$ cat src/rtl/pipe_ctrl_unit.sv
// pipe_ctrl_unit: pipelined MIPS control unit.
// Decodes the IF/ID instruction, carries its controls through ID/EX, EX/MEM
// and MEM/WB, and raises stall/flush for load-use, RAW, branch and jump events.
// Build option: define FORWARD_EN to include EX operand forwarding. Without it,
// every RAW dependency on EX or MEM stalls and fwd_a/fwd_b stay at 00.
module pipe_ctrl_unit #(
    parameter int ALUCTRL_W = 4,
    parameter int REG_AW    = 5,
    parameter int LINK_REG  = 31
) (
    input  logic                 clk,
    input  logic                 rst_n,
    input  logic                 id_valid,
    input  logic [5:0]           id_opcode,
    input  logic [5:0]           id_func,
    input  logic [REG_AW-1:0]    id_rs,
    input  logic [REG_AW-1:0]    id_rt,
    input  logic [REG_AW-1:0]    id_rd,
    input  logic                 ex_branch_taken,
    output logic                 stall,
    output logic                 flush,
    output logic                 id_jump,
    output logic                 id_illegal,
    output logic [ALUCTRL_W-1:0] ex_alu_ctrl,
    output logic                 ex_alu_src,
    output logic                 ex_shift,
    output logic                 ex_branch,
    output logic                 mem_read,
    output logic                 mem_write,
    output logic                 wb_reg_write,
    output logic                 wb_mem_to_reg,
    output logic [REG_AW-1:0]    wb_dst,
    output logic [1:0]           fwd_a,
    output logic [1:0]           fwd_b
);

    // Decoded ID-stage controls
    logic [ALUCTRL_W-1:0] dec_alu_ctrl;
    logic                 dec_alu_src, dec_shift, dec_branch;
    logic                 dec_mem_read, dec_mem_write, dec_reg_write, dec_mem_to_reg;
    logic [REG_AW-1:0]    dec_dst;
    logic                 dec_jump, dec_illegal, rs_used, rt_used;

    // ID/EX stage register
    logic                 idex_valid_reg, idex_alu_src_reg, idex_shift_reg, idex_branch_reg;
    logic                 idex_mem_read_reg, idex_mem_write_reg, idex_reg_write_reg, idex_mem_to_reg_reg;
    logic [ALUCTRL_W-1:0] idex_alu_ctrl_reg;
    logic [REG_AW-1:0]    idex_dst_reg;

    // EX/MEM stage register
    logic                 exmem_valid_reg, exmem_mem_read_reg, exmem_mem_write_reg;
    logic                 exmem_reg_write_reg, exmem_mem_to_reg_reg;
    logic [REG_AW-1:0]    exmem_dst_reg;

    // MEM/WB stage register
    logic                 memwb_valid_reg, memwb_reg_write_reg, memwb_mem_to_reg_reg;
    logic [REG_AW-1:0]    memwb_dst_reg;

    logic idex_wr, exmem_wr, raw_stall;

    // Instruction decode; unknown encodings and idle slots produce all-zero controls
    always_comb begin
        dec_alu_ctrl   = '0;
        dec_alu_src    = 1'b0;
        dec_shift      = 1'b0;
        dec_branch     = 1'b0;
        dec_mem_read   = 1'b0;
        dec_mem_write  = 1'b0;
        dec_reg_write  = 1'b0;
        dec_mem_to_reg = 1'b0;
        dec_dst        = '0;
        dec_jump       = 1'b0;
        dec_illegal    = 1'b0;
        rs_used        = 1'b0;
        rt_used        = 1'b0;
        if (id_valid) begin
            case (id_opcode)
                6'd0: begin
                    dec_reg_write = 1'b1;
                    dec_dst       = id_rd;
                    rs_used       = 1'b1;
                    rt_used       = 1'b1;
                    case (id_func)
                        6'd32: dec_alu_ctrl = ALUCTRL_W'(0);
                        6'd34: dec_alu_ctrl = ALUCTRL_W'(1);
                        6'd36: dec_alu_ctrl = ALUCTRL_W'(2);
                        6'd37: dec_alu_ctrl = ALUCTRL_W'(3);
                        6'd42: dec_alu_ctrl = ALUCTRL_W'(4);
                        6'd38: dec_alu_ctrl = ALUCTRL_W'(5);
                        6'd39: dec_alu_ctrl = ALUCTRL_W'(6);
                        6'd0:  begin dec_alu_ctrl = ALUCTRL_W'(7); dec_shift = 1'b1; rs_used = 1'b0; end
                        6'd2:  begin dec_alu_ctrl = ALUCTRL_W'(8); dec_shift = 1'b1; rs_used = 1'b0; end
                        6'd3:  begin dec_alu_ctrl = ALUCTRL_W'(9); dec_shift = 1'b1; rs_used = 1'b0; end
                        6'd8:  begin dec_jump = 1'b1; dec_reg_write = 1'b0; end
                        default: begin
                            dec_reg_write = 1'b0;
                            rs_used       = 1'b0;
                            rt_used       = 1'b0;
                            dec_illegal   = 1'b1;
                        end
                    endcase
                end
                6'd8, 6'd10, 6'd12, 6'd13, 6'd14: begin
                    dec_alu_src   = 1'b1;
                    dec_reg_write = 1'b1;
                    dec_dst       = id_rt;
                    rs_used       = 1'b1;
                    case (id_opcode)
                        6'd10:   dec_alu_ctrl = ALUCTRL_W'(4);
                        6'd12:   dec_alu_ctrl = ALUCTRL_W'(2);
                        6'd13:   dec_alu_ctrl = ALUCTRL_W'(3);
                        6'd14:   dec_alu_ctrl = ALUCTRL_W'(5);
                        default: dec_alu_ctrl = ALUCTRL_W'(0);
                    endcase
                end
                6'd35: begin
                    dec_alu_src    = 1'b1;
                    dec_mem_read   = 1'b1;
                    dec_mem_to_reg = 1'b1;
                    dec_reg_write  = 1'b1;
                    dec_dst        = id_rt;
                    rs_used        = 1'b1;
                end
                6'd43: begin
                    dec_alu_src   = 1'b1;
                    dec_mem_write = 1'b1;
                    rs_used       = 1'b1;
                    rt_used       = 1'b1;
                end
                6'd4: begin
                    dec_alu_ctrl = ALUCTRL_W'(1);
                    dec_branch   = 1'b1;
                    rs_used      = 1'b1;
                    rt_used      = 1'b1;
                end
                6'd2: dec_jump = 1'b1;
                6'd3: begin
                    dec_jump      = 1'b1;
                    dec_reg_write = 1'b1;
                    dec_dst       = REG_AW'(LINK_REG);
                end
                default: dec_illegal = 1'b1;
            endcase
            // r0 is hard-wired: never write it, and keep dst clean when nothing is written
            if (dec_dst == '0) dec_reg_write = 1'b0;
            if (!dec_reg_write) dec_dst = '0;
        end
    end

    assign idex_wr  = idex_valid_reg & idex_reg_write_reg & (idex_dst_reg != '0);
    assign exmem_wr = exmem_valid_reg & exmem_reg_write_reg & (exmem_dst_reg != '0);

`ifdef FORWARD_EN
    logic [REG_AW-1:0] idex_rs_reg, idex_rt_reg;
    logic              memwb_wr, ex_hit, load_use, jr_hazard;

    assign memwb_wr  = memwb_valid_reg & memwb_reg_write_reg & (memwb_dst_reg != '0);
    assign ex_hit    = (rs_used & (id_rs == idex_dst_reg)) | (rt_used & (id_rt == idex_dst_reg));
    assign load_use  = idex_wr & idex_mem_read_reg & ex_hit;
    // jr reads rs in ID, so it cannot use the EX bypass
    assign jr_hazard = dec_jump & (id_opcode == 6'd0) &
                       ((idex_wr & (id_rs == idex_dst_reg)) | (exmem_wr & (id_rs == exmem_dst_reg)));
    assign raw_stall = load_use | jr_hazard;

    // Remember EX source registers for the bypass comparators
    always_ff @(posedge clk) begin
        if (!rst_n || stall || ex_branch_taken || !id_valid) begin
            idex_rs_reg <= '0;
            idex_rt_reg <= '0;
        end else begin
            idex_rs_reg <= id_rs;
            idex_rt_reg <= id_rt;
        end
    end

    // Operand bypass select: EX/MEM result beats MEM/WB result
    always_comb begin
        fwd_a = 2'b00;
        fwd_b = 2'b00;
        if (exmem_wr && exmem_dst_reg == idex_rs_reg)      fwd_a = 2'b10;
        else if (memwb_wr && memwb_dst_reg == idex_rs_reg) fwd_a = 2'b01;
        if (exmem_wr && exmem_dst_reg == idex_rt_reg)      fwd_b = 2'b10;
        else if (memwb_wr && memwb_dst_reg == idex_rt_reg) fwd_b = 2'b01;
    end
`else
    logic ex_hit, mem_hit;

    assign ex_hit    = (rs_used & (id_rs == idex_dst_reg)) | (rt_used & (id_rt == idex_dst_reg));
    assign mem_hit   = (rs_used & (id_rs == exmem_dst_reg)) | (rt_used & (id_rt == exmem_dst_reg));
    assign raw_stall = (idex_wr & ex_hit) | (exmem_wr & mem_hit);
    assign fwd_a     = 2'b00;
    assign fwd_b     = 2'b00;
`endif

    // A taken branch squashes the ID instruction, so it overrides stall and jump
    assign stall      = raw_stall & ~ex_branch_taken;
    assign id_jump    = dec_jump & ~ex_branch_taken;
    assign flush      = ex_branch_taken | (id_jump & ~stall);
    assign id_illegal = dec_illegal;

    // ID/EX: bubble on reset, stall or branch squash, otherwise the decoded word
    always_ff @(posedge clk) begin
        if (!rst_n || stall || ex_branch_taken) begin
            idex_valid_reg      <= 1'b0;
            idex_alu_ctrl_reg   <= '0;
            idex_alu_src_reg    <= 1'b0;
            idex_shift_reg      <= 1'b0;
            idex_branch_reg     <= 1'b0;
            idex_mem_read_reg   <= 1'b0;
            idex_mem_write_reg  <= 1'b0;
            idex_reg_write_reg  <= 1'b0;
            idex_mem_to_reg_reg <= 1'b0;
            idex_dst_reg        <= '0;
        end else begin
            idex_valid_reg      <= id_valid;
            idex_alu_ctrl_reg   <= dec_alu_ctrl;
            idex_alu_src_reg    <= dec_alu_src;
            idex_shift_reg      <= dec_shift;
            idex_branch_reg     <= dec_branch;
            idex_mem_read_reg   <= dec_mem_read;
            idex_mem_write_reg  <= dec_mem_write;
            idex_reg_write_reg  <= dec_reg_write;
            idex_mem_to_reg_reg <= dec_mem_to_reg;
            idex_dst_reg        <= dec_dst;
        end
    end

    // EX/MEM and MEM/WB advance every cycle; reset turns both into bubbles
    always_ff @(posedge clk) begin
        if (!rst_n) begin
            exmem_valid_reg      <= 1'b0;
            exmem_mem_read_reg   <= 1'b0;
            exmem_mem_write_reg  <= 1'b0;
            exmem_reg_write_reg  <= 1'b0;
            exmem_mem_to_reg_reg <= 1'b0;
            exmem_dst_reg        <= '0;
            memwb_valid_reg      <= 1'b0;
            memwb_reg_write_reg  <= 1'b0;
            memwb_mem_to_reg_reg <= 1'b0;
            memwb_dst_reg        <= '0;
        end else begin
            exmem_valid_reg      <= idex_valid_reg;
            exmem_mem_read_reg   <= idex_mem_read_reg;
            exmem_mem_write_reg  <= idex_mem_write_reg;
            exmem_reg_write_reg  <= idex_reg_write_reg;
            exmem_mem_to_reg_reg <= idex_mem_to_reg_reg;
            exmem_dst_reg        <= idex_dst_reg;
            memwb_valid_reg      <= exmem_valid_reg;
            memwb_reg_write_reg  <= exmem_reg_write_reg;
            memwb_mem_to_reg_reg <= exmem_mem_to_reg_reg;
            memwb_dst_reg        <= exmem_dst_reg;
        end
    end

    assign ex_alu_ctrl   = idex_alu_ctrl_reg;
    assign ex_alu_src    = idex_alu_src_reg;
    assign ex_shift      = idex_shift_reg;
    assign ex_branch     = idex_branch_reg;
    assign mem_read      = exmem_mem_read_reg;
    assign mem_write     = exmem_mem_write_reg;
    assign wb_reg_write  = memwb_valid_reg & memwb_reg_write_reg;
    assign wb_mem_to_reg = memwb_mem_to_reg_reg;
    assign wb_dst        = memwb_dst_reg;

endmodule

$ cat config.mk
export PLATFORM = sky130hd
export DESIGN_NAME = pipe_ctrl_unit
export DESIGN_NICKNAME = d
export VERILOG_FILES = /design/src/rtl/pipe_ctrl_unit.sv
export SDC_FILE = /design/constraint.sdc
export NUM_CORES = 1
export LEC_CHECK = 0
export ABC_AREA = 1
export CAP_MARGIN = 20
export CELL_PAD_IN_SITES_DETAIL_PLACEMENT = 1
export CELL_PAD_IN_SITES_GLOBAL_PLACEMENT = 1
export CORE_MARGIN = 3
export CORE_UTILIZATION = 35
export DETAILED_ROUTE_END_ITERATION = 8
export PLACE_DENSITY_LB_ADDON = 0.1
export REMOVE_ABC_BUFFERS = 1
export SETUP_SLACK_MARGIN = 0.05
export SLEW_MARGIN = 20
export SYNTH_ARGS = -nofsm -noshare
export SYNTH_HDL_FRONTEND = slang
export SYNTH_SLANG_ARGS = --single-unit
$ cat constraint.sdc
create_clock -name clk -period 2.35 [get_ports clk]
set_input_delay 0.47 -clock clk [delete_from_list [all_inputs] [get_ports clk]]
set_output_delay 0.47 -clock clk [all_outputs]
set_load 0.03 [all_outputs]
* After elaboration in Yosys (flattened, before gate mapping)
Index checks and enable logic that the tools add are counted.
W data, S select, Z words.
** Word-level totals
- Flip-flop bits (word level) :: 33
- Bits of input ports :: 31
- Output and inout port bits :: 24
** Operators by class
- Bitwise operators :: 23
- Multiplexer cells :: 26
- Equal/unequal tests :: 24
- Reductions and logical operators :: 23
** Operator list (number)
- $eq A6 B6 Y1 const B :: 9
- $eq A6 B4 Y1 const B :: 6
- $pmux W4 S9 :: 1
- $eq A6 B2 Y1 const B :: 4
- $eq A5 B5 Y1 :: 4
- $reduce_or A10 Y1 :: 2
- $mux W1 :: 16
- $reduce_or A8 Y1 :: 2
- $pmux W5 S3 :: 1
- $and A1 B1 Y1 :: 14
- $reduce_or A7 Y1 :: 2
- $logic_not A6 Y1 :: 2
- $pmux W3 S4 :: 1
- $pmux W4 S3 :: 1
- $reduce_or A11 Y1 :: 1
- $pmux W1 S2 :: 5
- $reduce_bool A5 Y1 :: 2
- $reduce_or A3 Y1 :: 3
- $eq A6 B3 Y1 const B :: 1
- $reduce_or A2 Y1 :: 3
- $reduce_or A6 Y1 :: 1
- $logic_not A5 Y1 :: 1
- $mux W5 :: 1
- $not A1 Y1 :: 5
- other kinds (4) :: 8

* Depth between registers and ports, before layout
Gate-level depths: netlist of the first run.
- Depth in word-level cells :: 13
- Mapped depth :: 13

* Worst setup path before layout of the first run
OpenSTA, ideal clock, no wires.
- Path type :: input-to-output
- From :: input port id_func[1]
- To :: output port id_illegal
- Slack :: -0.059 ns
- Arrival time :: 1.939 ns
- Cell stages on the path :: 9
- Required time :: 1.880 ns
- Path buffers :: 0
- Path through :: nor2_2 nor2_1 nand2_1 nand2_1 nor2_1 nand2_1 nand2_1 nand2_1 nor4_1
** On the way
- Longest elaborated chain between the ends :: 5
- Elaborated cells on any way between the ends :: 15
** Ends and longest elaborated chain
- start, declared :: RTL line 15 : input logic [5:0] id_func,
- $eq A6 B4 Y1, or another cell as far along :: RTL line 83 : case (id_func)
- $reduce_or A11 Y1 (no line) *
- $mux W1 * :: RTL line 83
- $pmux W1 S2 * :: RTL line 77 : case (id_opcode)
- $mux W1 * :: RTL line 76 : if (id_valid) begin
- end, declared :: RTL line 23 : output logic id_illegal,
Mark *: on every way between the ends. The rest lies on a longest branch, timed or not.

* Worst setup path in the final report of the first run
- From :: input port id_func[2]
- To :: output port id_illegal
Same word-level chain as after synthesis.

==> reports/summary.log, run 1 <==
qor: finish.drive_gt1_frac 0.385
qor: die.die-area 0.00630 sq mm
qor: clock_tree.cts_inserted_buffers 5
qor: yosys.synthesis.area 0.00188 sq mm
qor: sta.finalWorstPathRequiredPeriod 2.37 ns
qor: yosys.synthSimpleGateAreaFrac 0.353
qor: clock_tree.htreeDepth 2
qor: setup_path.startpoint id_func[2]
qor: finish.number_of_non_filler_instances_in_the_completed_layout 467
qor: setup_path.arrival 1.90 ns
qor: setup_path.r2r_setup_slack 0.69 ns
qor: power_and_ir_drop.overall_power_of_the_completed_layout 1.40 mW
qor: grt.grt_first_pass_wirelength 11.4 mm
qor: setup_path.crit_path_start_kind primary input
qor: grt.grt_overflow_total 0
qor: yosys.area_fraction_in_compound_gates_after_synthesis 0.0677
qor: setup_path.end_kind primary output
qor: yosys.synth.area.mux_share 0
qor: setup_path.timing.reg2reg.worst_path_depth 10
qor: placed_design.detailed_place_hpwl 4.69 mm
qor: die.ioPinCount 55
qor: yosys.synth_edf_count 0
qor: setup_path.crit_fanout 4
qor: grt.grt_use_total 0.239
qor: die.placementRows 26
qor: yosys.asyncSetResetFlopFracSynth 0
qor: finish.insertedDiodeCount 0
qor: min_path.timing.hold.worst.class flop to flop
qor: sta.grt_setup_unrepaired true
qor: placed_design.placed_cells_incl_taps 434
qor: sta.finalWorstSetupSlack -0.0212 ns
qor: yosys.postSynthRegisterBits 33
qor: placed_design.gp_congestion 0.894
qor: die.die_h 79.4 microns
qor: routing.dr_total_vias 2331
qor: die.chip_width 79.4 microns
qor: yosys.ys_warn_count 0
qor: grt.largest_net_degree_at_the_start_of_global_routing 18
qor: yosys.synthAdderAreaFrac 0
qor: clock_tree.cts_buffer_depth 2
qor: setup_path.crit_path_max_incr_delay 0.32 ns
qor: yosys.synth_cell_type_count 30
qor: setup_path.r2r-start idex_dst_reg[3]
qor: die.core_area 0.00517 sq mm
qor: yosys.avgSynthCellArea 6.66 sq um
qor: clock_tree.worstSkewPairLatency 0.29 ns
qor: sta.final.setup_skew 0.00354 ns
qor: yosys.post_synth_xor_area_fraction 0.0930
qor: sta.final_max_slew_viol_count 0
qor: setup_path.cp.required 1.88 ns
qor: clock_tree.clk_root_buffer_cell sky130_fd_sc_hd__clkbuf_8
qor: run_status.failed_checks negative setup slack
qor: die.initial_utilization 0.364
qor: sta.setup-violations-final 1
qor: routing.route.detailed.vias_per_inst 4.99
qor: setup_path.critical_path.most_common_cell sky130_fd_sc_hd__nand2_1
qor: sta.finalCritPeriodShare 1.01
qor: sta.clock.fmax 422 MHz
qor: clock_tree.cts_tree yes
qor: setup_path.r2r_end idex_dst_reg[2]
qor: finish.layout.nets 427
qor: yosys.syn-instance-count 283
qor: placed_design.portBuffers 50
qor: power_and_ir_drop.power_per_cell_area 439 mW/mm^2
qor: setup_path.worst_path_max_delay_cell sky130_fd_sc_hd__nor4_4
qor: min_path.worst_hold_path.num_cells 2
qor: routing.ant_nets 0
qor: setup_path.critPathCapture id_illegal
qor: setup_path.worst-setup-path-type primary input to primary output
qor: power_and_ir_drop.power.ir.vdd_worst 0.204 mV
qor: finish.area.growth.synth_to_final 68.7%
qor: sta.slew_headroom 0.666
qor: routing.detailedRoute.firstIterationViolations 55
qor: yosys.largest_family_of_logic_cells_by_synthesized_area simple AND/OR/NAND/NOR gates
qor: grt.number_of_global_route_vias_before_repair 2478
qor: routing.pre_antenna_drt_iters 4
qor: sta.slew_at_the_pin_closest_to_its_max_slew_limit 0.498 ns
qor: run_status.run_status complete, but fails checks
qor: routing.post_drt_wl_per_cell 17.2 microns
qor: clock_tree.worst_setup_hold_path_clk_slew 0.07 ns
qor: yosys.ys.flop_type sky130_fd_sc_hd__dfxtp_1
qor: setup_path.cp_cell_sequence clkbuf_4, nand2_2, nor2_4, nand2_1, nand2_1, nor2_1, nand2_1, nand2_2, nand2_4, nor4_4, buf_4
qor: clock_tree.numClockSinks 33
qor: sta.final-hold-violation-count 0
qor: yosys.seq_area_frac_synth 0.351
qor: grt.antenna_found_initial 0
qor: clock_tree.cts_hold_buf 0
qor: routing.routed_wirelength 8.03 mm
qor: flow_run.maxCapViolCount 0
qor: power_and_ir_drop.leakage_power_summed_over_all_cells 1.63 nW
qor: routing.number_of_design_rule_violations_left_after_detail_routing 0
stage by stage:
step | utilization | setup slack, ns | hold slack [ns] | instance area, sq um | TNS, ns
2_1_floorplan | - | -0.0592 | 0.390 | 1850 | -0.0592
5_1_grt | 0.614 | -0.100 | 0.451 | 3180 | -0.176
3_3_place_gp | 0.520 | -0.297 | 0.410 | 2690 | -1.63
4_1_cts | 0.586 | 0.0556 | 0.437 | 3030 | 0
6_report | 0.614 | -0.0212 | 0.431 | 3180 | -0.0212
3_5_place_dp | 0.520 | -0.368 | 0.424 | 2690 | -2.56
worst max-delay path: cells and delay by family:
family | cells | cell delay [ns]
simple gates | 9 | 1.06
buf+inv | 2 | 0.36
routing by layer:
layer  wire length (microns)  global-route usage  up-vias
li1                        -                   -     1078
met2                    4280               0.475       80
met3                     274              0.0418       37
met4                     498               0.137        0
met5                       0                   0        -
met1                    2980               0.224     1136
placed cells by master (no fill, tap or decap), drive strengths merged, types with 4 or more instances in the layout:
| cell | instances |
|---|---|
| clkdlybuf4s50 | 24 |
| nand2 | 72 |
| dfxtp | 33 |
| inv | 54 |
| xnor2 | 10 |
| o21ai | 8 |
| xor2 | 10 |
| a21oi | 9 |
| nor3 | 13 |
| dlygate4sd2 | 10 |
| nor2 | 43 |
| buf | 71 |
| clkbuf | 12 |
| conb | 4 |
| nand3 | 17 |
cell type report:
type	instances	area, sq um
clock buffers	7	86.3
clock inverters	1	30.0
fillers	663	1990
inverters	54	203
multi-input cells	192	1210
flip-flops and latches	33	661
well taps	70	87.6
repair buffers	110	902
Yosys cell counts, types with 2 or more instances:
library cell	number	share of area
sky130_fd_sc_hd__dfxtp_1	33	0.35
sky130_fd_sc_hd__xnor2_1	10	0.046
sky130_fd_sc_hd__nor2_4	2	0.012
sky130_fd_sc_hd__inv_1	52	0.10
sky130_fd_sc_hd__buf_4	4	0.016
sky130_fd_sc_hd__o21ai_0	7	0.019
sky130_fd_sc_hd__inv_2	2	0.0040
sky130_fd_sc_hd__nor3_2	2	0.011
sky130_fd_sc_hd__a21oi_1	6	0.016
sky130_fd_sc_hd__xor2_1	10	0.046
sky130_fd_sc_hd__nor3_1	10	0.027
sky130_fd_sc_hd__nand2_2	3	0.010
sky130_fd_sc_hd__nand2_1	69	0.14
sky130_fd_sc_hd__a21oi_2	3	0.014
sky130_fd_sc_hd__nand3_2	2	0.011
sky130_fd_sc_hd__clkbuf_1	2	0.0040
sky130_fd_sc_hd__nor2_1	39	0.078
sky130_fd_sc_hd__nor2_2	2	0.0066
sky130_fd_sc_hd__nand3_1	14	0.037
repair_timing:
action	4_1_cts	5_1_grt
setup endpoints to repair	4	11
setup buffers	16	9
gates resized for setup	77	57
pin swaps	11	21
cell families after synthesis:
kind of cell,after synthesis
AO/OA/AOI/OAI,21
XOR/XNOR,20
buffers and inverters,61
flip-flops,33
other,1
AND/OR/NAND/NOR,147
worst min path at each step:
stage                   startpoint                    to  slack (ns)
6_report       idex_mem_to_reg_reg  exmem_mem_to_reg_reg        0.43
5_1_grt        exmem_reg_write_reg   memwb_reg_write_reg        0.45
4_1_cts             idex_valid_reg       exmem_valid_reg        0.44
3_5_place_dp   idex_mem_to_reg_reg  exmem_mem_to_reg_reg        0.42
3_3_place_gp    idex_mem_write_reg             mem_write        0.41
2_1_floorplan  idex_mem_to_reg_reg  exmem_mem_to_reg_reg        0.39
power breakdown:
group / switching [mW] / internal (mW)
Sequential: 0.000929 / 0.561
Clock: 0.221 / 0.346
Combinational: 0.153 / 0.114
Total: 0.375 / 1.02
Power figures use the tool's default switching activity.
==> inputs of run 2 (changes only) <==
Settings changed: CORE_MARGIN 3 to 2, CTS_BUF_LIST from default to sky130_fd_sc_hd__clkbuf_16.
==> reports/summary.log, run 2 (synthesized netlist as in run 1, its figures left out) <==
qor: routing.routed_wirelength 8.04 mm
qor: sta.final.setup_skew 0.00712 ns
qor: routing.dr_total_vias 2266
qor: finish.layout.nets 423
qor: die.ioPinCount 55
qor: setup_path.crit_path_max_incr_delay 0.21 ns
qor: die.die-area 0.00599 sq mm
qor: setup_path.worst-setup-path-type primary input to primary output
qor: sta.clock.fmax 429 MHz
qor: flow_run.maxCapViolCount 0
qor: min_path.worstHoldStart idex_mem_write_reg
qor: power_and_ir_drop.power_per_cell_area 489 mW/mm^2
qor: clock_tree.htreeDepth 2
qor: finish.drive_gt1_frac 0.387
qor: run_status.run_status finished, final reports clean
qor: routing.post_drt_wl_per_cell 17.4 microns
qor: setup_path.critical_path.most_common_cell sky130_fd_sc_hd__nor2_4
qor: placed_design.gp_congestion 0.885
qor: placed_design.place_area 0.00268 sq mm
qor: grt.grt_overflow_total 0
qor: setup_path.cp.required 1.88 ns
qor: power_and_ir_drop.overall_power_of_the_completed_layout 1.57 mW
qor: routing.number_of_design_rule_violations_left_after_detail_routing 0
qor: sta.finalWorstPathRequiredPeriod 2.33 ns
qor: routing.detailedRoute.firstIterationViolations 60
qor: clock_tree.worst_setup_hold_path_clk_slew 0.06 ns
qor: finish.insertedDiodeCount 0
qor: finish.mostFrequentLayoutCells sky130_fd_sc_hd__buf_4, sky130_fd_sc_hd__nand2_1, sky130_fd_sc_hd__inv_1
qor: sta.setup-violations-final 0
qor: finish.area.growth.synth_to_final 70.3%
qor: finish.mostFrequentLayoutCell sky130_fd_sc_hd__buf_4
qor: clock_tree.worstSkewPairLatency 0.28 ns
qor: setup_path.cp_cell_sequence buf_2, nor2_4, nand3_4, buf_12, nor2_4, o21ai_1, nand2_1, nand2_2, a21oi_1, buf_4
qor: setup_path.crit_path_start_kind primary input
qor: sta.grt_setup_unrepaired true
qor: clock_tree.clk_root_buffer_cell sky130_fd_sc_hd__clkbuf_16
qor: clock_tree.cts_tree yes
qor: setup_path.startpoint id_opcode[5]
qor: sta.final_max_slew_viol_count 0
qor: die.initial_utilization 0.367
qor: placed_design.portBuffers 50
qor: sta.finalCritPeriodShare 0.992
qor: grt.grt_first_pass_wirelength 11.2 mm
qor: power_and_ir_drop.power.ir.vdd_worst 0.275 mV
qor: routing.pre_antenna_drt_iters 4
qor: grt.grt_use_total 0.240
qor: grt.number_of_global_route_vias_before_repair 2305
qor: sta.final-hold-violation-count 0
qor: setup_path.r2r-start idex_dst_reg[2]
qor: die.die_h 77.4 microns
qor: power_and_ir_drop.leakage_power_summed_over_all_cells 1.63 nW
qor: min_path.timing.hold.worst.class flop to flop
qor: setup_path.arrival 1.86 ns
qor: clock_tree.cts_buffer_depth 2
qor: setup_path.crit_fanout 5
qor: routing.route.detailed.vias_per_inst 4.89
qor: die.core_area 0.00514 sq mm
qor: placed_design.detailed_place_hpwl 4.59 mm
qor: setup_path.end_kind primary output
qor: setup_path.worst_path_max_delay_cell sky130_fd_sc_hd__nor2_4
qor: grt.antenna_found_initial 0
qor: die.chip_width 77.4 microns
qor: sta.finalWorstSetupSlack 0.0193 ns
qor: finish.post_route_cell_area 0.00321 sq mm
qor: routing.ant_nets 0
qor: clock_tree.cts_inserted_buffers 5
qor: placed_design.pre_cts_ws -0.383 ns
qor: die.placementRows 26
qor: clock_tree.numClockSinks 33
qor: grt.largest_net_degree_at_the_start_of_global_routing 18
[run 2: cell types whose count changed in the layout (fill, tap and decap cells not counted), sizes merged]
cell	previous run	this run
buf	71	67
dlygate4sd2	10	7
clkdlybuf4s15	0	1
clkinv	0	1
inv	54	55
[run 2: cell type report]
cell class	count	area, sq um
tap	70	87.6
sequential	33	666
clock inverter	3	37.5
clock buffer	5	125
inverter	54	208
fill	680	1930
multi-input combinational	192	1230
timing repair buffer	106	858
[run 2: critical path: cells and delay by family]
| family | cells | cell delay (ns) |
|---|---|---|
| AOI/OAI and AO/OA | 2 | 0.28 |
| buffers and inverters | 3 | 0.45 |
| and+or+nand+nor | 5 | 0.65 |
[run 2: stage by stage]
stage / util / hold WS [ns] / TNS (ns) / std cells
CTS: 0.599 / 0.430 / 0 / 456
global route: 0.624 / 0.449 / -0.106 / 463
global placement: 0.521 / 0.401 / -1.83 / 433
detailed placement: 0.521 / 0.409 / -2.94 / 433
finish: 0.624 / 0.428 / 0 / 463
floorplan: - / 0.390 / -0.0592 / 279
[run 2: per-layer routing]
layer  vias to the layer above  part of all wire  GRT usage
li1                       1073                 -          -
met1                      1104              0.37      0.250
met2                        68              0.55      0.478
met3                        21             0.040     0.0395
met4                         0             0.030     0.0839
met5                         -                 0          0
[run 2: path summary, 6_finish.rpt]
check / end / slack [ns] / cells past startpoint
worst max-delay path: stall / 0.02 / 10
worst min register to register: mem_write / 0.43 / 2
worst max register to register: idex_dst_reg[4] / 0.57 / 10
worst min-delay path: mem_write / 0.43 / 2
[run 2: power breakdown]
group / switching [mW] / internal, mW / leakage [nW]
combinational: 0.154 / 0.110 / 1.28
sequential: 0.00113 / 0.562 / 0.268
clock: 0.249 / 0.493 / 0.0826
total: 0.405 / 1.16 / 1.63
[run 2: timing repair]
item	CTS	global route
buffers inserted	15	7
pin swaps	18	21
endpoints found under the setup margin	4	11
gates cloned	0	0
gates resized for setup	85	51
hold buffers	0	0
==> inputs of run 3 (changes only) <==
Settings changed: ABC_AREA 1 to default, CORE_UTILIZATION 35 to 37.
==> reports/summary.log, run 3 <==
qor: sta.grt_setup_unrepaired true
qor: routing.route.detailed.vias_per_inst 5.50
qor: yosys.synth_edf_count 0
qor: sta.finalWorstPathRequiredPeriod 3.05 ns
qor: routing.dr_total_vias 2204
qor: setup_path.r2r-start exmem_dst_reg[1]
qor: clock_tree.clk_root_buffer_cell sky130_fd_sc_hd__clkbuf_16
qor: die.placementRows 25
qor: grt.largest_net_degree_at_the_start_of_global_routing 18
qor: run_status.failed_checks negative setup slack
qor: clock_tree.cts_inserted_buffers 5
qor: yosys.ys.flop_type sky130_fd_sc_hd__dfxtp_1
qor: clock_tree.cts_buffer_depth 2
qor: yosys.postSynthRegisterBits 33
qor: min_path.timing.hold.worst.class flop to flop
qor: power_and_ir_drop.power.ir.vdd_worst 0.360 mV
qor: clock_tree.cts_hold_buf 0
qor: die.initial_utilization 0.388
qor: clock_tree.numClockSinks 33
qor: sta.finalCritPeriodShare 1.30
qor: finish.mostFrequentLayoutCell sky130_fd_sc_hd__buf_4
qor: sta.finalWorstSetupSlack -0.698 ns
qor: die.core_area 0.00475 sq mm
qor: grt.grt_overflow_total 0
qor: routing.number_of_design_rule_violations_left_after_detail_routing 0
qor: routing.wl_met1 3.61 mm
qor: die.ioPinCount 55
qor: setup_path.worst-setup-path-type primary input to primary output
qor: yosys.seq_area_frac_synth 0.358
qor: grt.grt_use_total 0.261
qor: die.die_h 74.6 microns
qor: sta.clock.fmax 328 MHz
qor: placed_design.detailed_place_hpwl 4.54 mm
qor: grt.antenna_found_initial 0
qor: sta.final.setup_skew 0.00658 ns
qor: sta.final-hold-violation-count 0
qor: yosys.ys_warn_count 0
qor: finish.area.growth.synth_to_final 72.2%
qor: yosys.synth_top_cells_by_area sky130_fd_sc_hd__dfxtp_1, sky130_fd_sc_hd__a21oi_1, sky130_fd_sc_hd__and2_1
qor: yosys.yosys.area.top_type_share 0.358
qor: grt.grt_first_pass_wirelength 10.6 mm
qor: setup_path.r2r_setup_slack -0.04 ns
qor: power_and_ir_drop.leakage_power_summed_over_all_cells 1.30 nW
qor: clock_tree.worst_setup_hold_path_clk_slew 0.05 ns
qor: setup_path.timing.reg2reg.worst_path_depth 9
qor: routing.top_sig_layer met4
qor: setup_path.r2r_end idex_reg_write_reg
qor: yosys.avgSynthCellArea 8.42 sq um
qor: routing.ant_nets 0
qor: routing.met3WireLength 495 microns
qor: die.chip_width 74.6 microns
qor: finish.drive_gt1_frac 0.350
qor: power_and_ir_drop.power_per_cell_area 497 mW/mm^2
qor: routing.route.met2.wl 4.08 mm
qor: yosys.synth.most_common_cell sky130_fd_sc_hd__dfxtp_1
qor: yosys.synth_cell_type_count 46
qor: finish.layout.nets 364
qor: setup_path.worst_path_max_delay_cell sky130_fd_sc_hd__or4_4
qor: finish.insertedDiodeCount 0
qor: min_path.worst_hold_path.num_cells 1
qor: setup_path.cp_cell_sequence buf_6, or4_4, or4_4, a2111oi_4, o22ai_2, buf_6, nand2_2, and3b_1, buf_6
qor: routing.routed_wirelength 8.57 mm
qor: setup_path.arrival 2.58 ns
qor: flow_run.maxCapViolCount 0
qor: setup_path.crit_path_max_incr_delay 0.54 ns
qor: min_path.min_delay_worst_endpoint mem_write
qor: yosys.asyncSetResetFlopFracSynth 0
qor: clock_tree.cts_tree yes
qor: setup_path.cp.required 1.88 ns
qor: routing.post_drt_wl_per_cell 21.4 microns
qor: setup_path.crit_fanout 2
qor: finish.final_core_utilization 0.668
qor: placed_design.pre_cts_ws -1.36 ns
qor: setup_path.crit_path_start_kind primary input
qor: yosys.netlist_top_cells_count sky130_fd_sc_hd__dfxtp_1, sky130_fd_sc_hd__a21oi_1, sky130_fd_sc_hd__nor2_1
qor: setup_path.end_kind primary output
qor: grt.number_of_global_route_vias_before_repair 2088
qor: sta.setup-violations-final 16
qor: placed_design.portBuffers 50
qor: die.die-area 0.00556 sq mm
qor: run_status.run_status complete, but fails checks
qor: clock_tree.htreeDepth 2
qor: sta.final_max_slew_viol_count 0
qor: yosys.post-synth-top-area-cell sky130_fd_sc_hd__dfxtp_1
qor: routing.detailedRoute.firstIterationViolations 139
qor: placed_design.gp_congestion 0.908
qor: finish.mostFrequentLayoutCells sky130_fd_sc_hd__buf_4, sky130_fd_sc_hd__clkdlybuf4s50_1, sky130_fd_sc_hd__dfxtp_1
qor: yosys.syn-instance-count 219
qor: min_path.worstHoldStart idex_mem_write_reg
qor: finish.number_of_non_filler_instances_in_the_completed_layout 401
qor: routing.pre_antenna_drt_iters 5
qor: placed_design.placed_cells_incl_taps 384
qor: clock_tree.worstSkewPairLatency 0.28 ns
qor: yosys.synthesis.area 0.00184 sq mm
qor: setup_path.critical_path.most_common_cell sky130_fd_sc_hd__buf_6
-- run 3: worst max path at each step --
stage / startpoint / end / cells past startpoint / slack (ns)
global route: id_opcode[3] / stall / 9 / -0.72
detailed placement: id_opcode[5] / flush / 7 / -1.36
floorplan: id_opcode[5] / flush / 3 / -0.70
finish: id_opcode[3] / stall / 9 / -0.70
CTS: id_opcode[3] / stall / 9 / -0.77
global placement: id_opcode[5] / flush / 7 / -1.31
-- run 3: cells by family after synthesis --
kind of cell,count (synthesis),synth area share
compound gates,44,0.158
xor+xnor,20,0.0950
simple gates,98,0.299
other cells,1,0.00203
mux,3,0.0170
buf+inv,20,0.0699
flops,33,0.358
-- run 3: repair_timing --
action,CTS,global route
endpoints found under the setup margin,20,20
resized for setup,49,24
cloned,0,0
pin swaps,14,7
setup buffers,4,5
-- run 3: critical path, delay by kind of cell --
kind                   cells  cell delay [ns]
AO/OA/AOI/OAI              2             0.50
buffers and inverters      3             0.36
AND/OR/NAND/NOR            4             1.23
-- run 3: power by group --
group	internal [mW]	switching, mW	total, mW
clock	0.492	0.234	0.726
sequential	0.562	0.00115	0.563
combinational	0.135	0.154	0.289
-- run 3: layout make-up --
class | instances | area (sq um)
fill | 564 | 1580
multi-input combinational | 169 | 1230
timing repair buffer | 119 | 1010
sequential | 33 | 661
clock buffer | 5 | 125
tap | 67 | 83.8
clock inverter | 3 | 37.5
inverter | 5 | 18.8
-- run 3: routing by layer --
metal	vias to the layer above	global-route usage
met1	1062	0.322
met3	41	0.0434
met4	0	0.0853
li1	983	-
met5	-	0
met2	118	0.462
-- run 3: through the flow --
| stage | power, mW | hold slack [ns] | TNS (ns) | instance area, sq um |
|---|---|---|---|---|
| detailed placement | 0.821 | 0.422 | -13.24 | 2770 |
| CTS | 1.54 | 0.433 | -3.67 | 3030 |
| global placement | 0.815 | 0.414 | -12.07 | 2770 |
| global route | 1.63 | 0.458 | -2.98 | 3170 |
| floorplan | 0.659 | 0.412 | -1.56 | 1740 |
| finish | 1.58 | 0.431 | -2.57 | 3170 |
==> patch 1, RTL diff (settings of run 3) <==
Set the parameter `REG_AW` to 6 (it was 5).
--- a/src/rtl/pipe_ctrl_unit.sv
+++ b/src/rtl/pipe_ctrl_unit.sv
@@ -7,3 +7,3 @@
     parameter int ALUCTRL_W = 4,
-    parameter int REG_AW    = 5,
+    parameter int REG_AW    = 6,
     parameter int LINK_REG  = 31
Interface: changed (resized id_rd, id_rs, id_rt and wb_dst); port bits go from 55 to 59. No check against the original RTL was run, so the function may have changed too.
==> patch 1 against run 3 <==
The flow still finishes with violations (setup timing). Cell count increased by 4.0%. Setup slack gained 0.15 ns. Design area increased by 12%. Synthesized area rose by 10%. Via count up 10%. Register-to-register slack lost 0.08 ns. Global-route usage rose by 2.3 points. Largest cell class unchanged. First-iteration DRC count increased by 8.6%. Sequential cell count is 3 higher. Wire length rose by 19%. Total power decreased by 0.35%. Critical path type is now reg2out.
==> patch 1: results (changes against run 3) <==
stage;metric;value;unit;change
yosys;Commonest cells post-synth;36 x dfxtp_1, 19 x and2_1, 17 x nor2_1;;
run_status;status;finished, violations left;;
critical_path;R2R cell count;10;;+1
global_route;largest net degree at the start of global routing;20;;+2
cells_and_area;#MultiIn Comb;176;;+4.1%
power_and_ir_drop;pwr dens;443;nW/um2;-11%
floorplanning;row count;26;;+4.0%
critical_path;CP arrival;2.43;ns;-0.15 ns
global_route;GR Util met2;50.4;%;+4.2 points
cells_and_area;multi-input logic portion of the cell area;41.9;%;+3.0 points
drt;vias post-DR;2435;;+10%
yosys;post-synthesis sequential area ratio;35.4;%;-0.40 points
placed_design;Port Buffers;54;;+8.0%
cells_and_area;bufs w/o clock;123;;+3.4%
drt;met2 wire length;5.29;mm;+30%
global_route;Global Route met1 Usage;34.5;%;+2.3 points
drt;initial DRC count;151;;+8.6%
drt;drt pass-1 iters;4;;-1
yosys;Synth cell types;55;;+20%
timing;PnR worst setup slack;-0.547;ns;+0.151 ns
cells_and_area;filler instances;566;;+0.35%
yosys;post-synthesis mux area share;0;%;-1.7 points
run_status;violated checks;setup timing;;
critical_path;R2R Path End;idex_dst_reg[4]$_SDFF_PP0_;;
power_and_ir_drop;VDD IR-drop max;0.277;mV;-23%
clock_tree;clock sink count;36;;+9.1%
cells_and_area;Reg area;722;um2;+9.3%
critical_path;Reg2Reg Setup Slack;-0.12;ns;-0.08 ns
timing;final setup vio count;16;;unchanged
critical_path;top cell family by delay on the critical path;compound AO/OA/AOI/OAI gates;;
-- patch 1: logic make-up after synthesis --
| group | Yosys count |
|---|---|
| flops | 36 |
| other cells | 1 |
| compound gates | 45 |
| simple gates | 100 |
| xor+xnor | 27 |
| buf+inv | 20 |
-- patch 1: power by group --
part | switching [mW] | total [mW] | leakage (nW) | internal, mW
Sequential | 0.00167 | 0.614 | 0.291 | 0.612
Clock | 0.269 | 0.659 | 0.0736 | 0.391
Combinational | 0.162 | 0.299 | 1.05 | 0.137
Total | 0.433 | 1.57 | 1.42 | 1.14
-- patch 1: stage by stage --
step                instances  TNS, ns  setup slack [ns]
floorplan                 216   -0.408            -0.264
global placement          401    -8.70             -1.12
detailed placement        401    -8.87             -1.12
CTS                       413    -1.08            -0.500
global route              417    -3.24            -0.578
finish                    417    -2.01            -0.547
-- patch 1: timing repair --
| item | CTS | global route |
|---|---|---|
| gates resized for setup | 65 | 31 |
| pin swaps | 11 | 9 |
| endpoints found under the setup margin | 21 | 20 |
| buffers inserted | 6 | 5 |
==> patch 2, RTL diff (flow settings as in run 3) <==
Without the edit above. `exmem_dst_reg` and `memwb_dst_reg` no longer have a reset.
--- a/src/rtl/pipe_ctrl_unit.sv
+++ b/src/rtl/pipe_ctrl_unit.sv
@@ -235,3 +235,2 @@
             exmem_mem_to_reg_reg <= 1'b0;
-            exmem_dst_reg        <= '0;
             memwb_valid_reg      <= 1'b0;
@@ -239,3 +238,2 @@
             memwb_mem_to_reg_reg <= 1'b0;
-            memwb_dst_reg        <= '0;
         end else begin
@@ -246,3 +244,2 @@
             exmem_mem_to_reg_reg <= idex_mem_to_reg_reg;
-            exmem_dst_reg        <= idex_dst_reg;
             memwb_valid_reg      <= exmem_valid_reg;
@@ -250,4 +247,8 @@
             memwb_mem_to_reg_reg <= exmem_mem_to_reg_reg;
-            memwb_dst_reg        <= exmem_dst_reg;
-        end
+        end
+    end
+
+    always_ff @(posedge clk) begin
+        exmem_dst_reg <= idex_dst_reg;
+        memwb_dst_reg <= exmem_dst_reg;
     end
Function: differs if rst_n is asserted again (counterexample within 4 cycles, from zero or initial values and one cycle with rst_n low); with rst_n held inactive, the same outputs for 10 cycles.
==> patch 2 against run 3 <==
The run still ends with setup timing left. Synthesized area is 5.6% lower. Cell count is 6.0% lower. Sequential power hardly changed. Total power is 2.7% lower. Clock skew hardly changed. Synthesized cell count is 10% lower. Wire length is 21% higher. Count of clock-buffer cells in the layout stayed put. Highest routed layer unchanged. Worst hold slack worse by 0.0041 ns. Sequential cell count stayed put. Setup slack better by 0.34 ns. Largest power group unchanged. Design area is 2.2% higher.
==> patch 2: results (changes against run 3) <==
stage;metric;value;unit;change
clock_tree;clock root buffer;clkbuf_16;;
cells_and_area;filler instances;451;;-20%
power_and_ir_drop;VDD IR-drop max;0.578;mV;+61%
drt;vias per cell;6.06;;+10%
drt;drt pass-1 iters;4;;-1
clock_tree;CTS clk-pin slew, worst paths;0.06;ns;
clock_tree;CTS H-tree depth;2;;unchanged
clock_tree;CTS Buf Count;5;;unchanged
placed_design;detailed placement HPWL;4.55;mm;+0.32%
global_route;Overall Global Routing Usage;34.6;%;+8.5 points
placed_design;Port Buffers;50;;unchanged
critical_path;Reg2Reg Setup Slack;0.06;ns;+0.10 ns
timing;final setup vio count;2;;-14
clock_tree;worst skew pair latency;0.29;ns;
worst_hold_path;hold worst-path end;wb_dst[0]$_DFF_P_;;
global_route;first-pass GRT wire length;13.4;mm;+26%
placed_design;GP Congestion;0.904;;-0.37%
critical_path;worst r2r src;idex_dst_reg[3]$_SDFF_PP0_;;
yosys;top_reg_cell synth;dfxtp_1;;
power_and_ir_drop;Leak;1.39;nW;+7.4%
drt;initial DRC count;202;;+45%
critical_path;Critical Path Slowest Stage Cell;nor4_2;;
yosys;Ys Warns;0;;unchanged
critical_path;R2R cell count;9;;unchanged
global_route;largest net degree at the start of global routing;12;;-6
cells_and_area;layout cell share with drive strength beyond 1;45.8;%;+11 points
run_status;violated checks;setup timing;;
critical_path;crit-path max FO;3;;+1
timing;Slew headroom;53.4;%;
yosys;Synth area leaders;dfxtp_1 38%, xnor2_1 6.0%, xor2_1 4.5%, a21oi_1 3.7%, and2_1 3.6%;;
clock_tree;Clock Tree Buf Depth;2;;unchanged
worst_hold_path;min-delay src;exmem_dst_reg[0]$_DFF_P_;;
critical_path;R2R Path End;idex_dst_reg[3]$_SDFF_PP0_;;
yosys;post-synthesis sequential area ratio;38.0;%;+2.1 points
critical_path;CP arrival;2.24;ns;-0.34 ns
worst_hold_path;Worst Hold Depth;0;;-1
yosys;post-synth top area share;38.0;%;+2.1 points
critical_path;slowest stage delay, CP;0.39;ns;-0.15 ns
timing;clock skew;0.00686;ns;+0.000277 ns
yosys;ys async rst share;0;%;unchanged
timing;PnR worst setup slack;-0.357;ns;+0.342 ns
cells_and_area;NumNets Final;355;;-2.5%
yosys;largest area contributor in the netlist;dfxtp_1;;
yosys;Commonest cells post-synth;33 x dfxtp_1, 14 x nor2_1, 13 x a21oi_1;;
run_status;status;finished, violations left;;
yosys;Synth cell types;51;;+11%
global_route;vias in the first global route;2379;;+14%
cells_and_area;Inserted Diodes;0;;unchanged
critical_path;top cell family by delay on the critical path;simple AND/OR/NAND/NOR gates;;
drt;Routed WL;10.3;mm;+21%
## patch 2: metrics by stage
step	hold WS [ns]	cells	area [um2]	setup TNS (ns)	worst slack, ns
after floorplan	0.380	185	1670	-0.265	-0.148
after global placement	0.404	341	2630	-3.92	-0.913
after detailed placement	0.407	341	2630	-4.67	-0.941
after CTS	0.409	364	3060	-0.395	-0.200
after global routing	0.430	377	3240	-0.837	-0.380
final	0.427	377	3240	-0.692	-0.357
## patch 2: area by class of cell
cell class,instances,share of cell area [%]
clock buffers,5,3.86
clock inverters,3,0.424
inverters,7,0.810
multi-input cells,145,37.7
flip-flops and latches,33,20.6
well taps,52,2.01
repair buffers,132,34.6
## patch 2: cell families after synthesis
| group | synth area share, % |
|---|---|
| buf+inv | 6.26 |
| compound gates | 17.0 |
| flops | 38.0 |
| simple gates | 26.8 |
| mux | 1.15 |
| xor+xnor | 10.6 |
| other cells | 0.216 |
## patch 2: report_power, final
group          internal, mW  switching, mW
Sequential            0.562        0.00182
Clock                 0.385          0.269
Combinational         0.144          0.174
Total                  1.09          0.444
## patch 2: what timing repair did
action | in CTS | in global routing
buffers inserted | 19 | 13
endpoints found under the setup margin | 15 | 7
gates resized for setup | 110 | 36
pin swaps | 24 | 15
## patch 2: how the worst max path moves through the flow
stage               depth (start not counted)  slack (ns)  endpoint                      from
floorplan                                   6       -0.15     stall                id_func[1]
global route                               10       -0.38     stall  exmem_dst_reg[2]$_DFF_P_
CTS                                         9       -0.20     stall  exmem_dst_reg[2]$_DFF_P_
finish                                     10       -0.36     stall  exmem_dst_reg[2]$_DFF_P_
global placement                            8       -0.91     flush                id_func[1]
detailed placement                          8       -0.94     flush                id_func[1]
## patch 2: per-layer routing
layer	part of all wire [%]	track usage [%]
met5	0	0
met4	7.8	20.4
met3	7.3	8.89
met2	50	60.6
met1	35	37.3
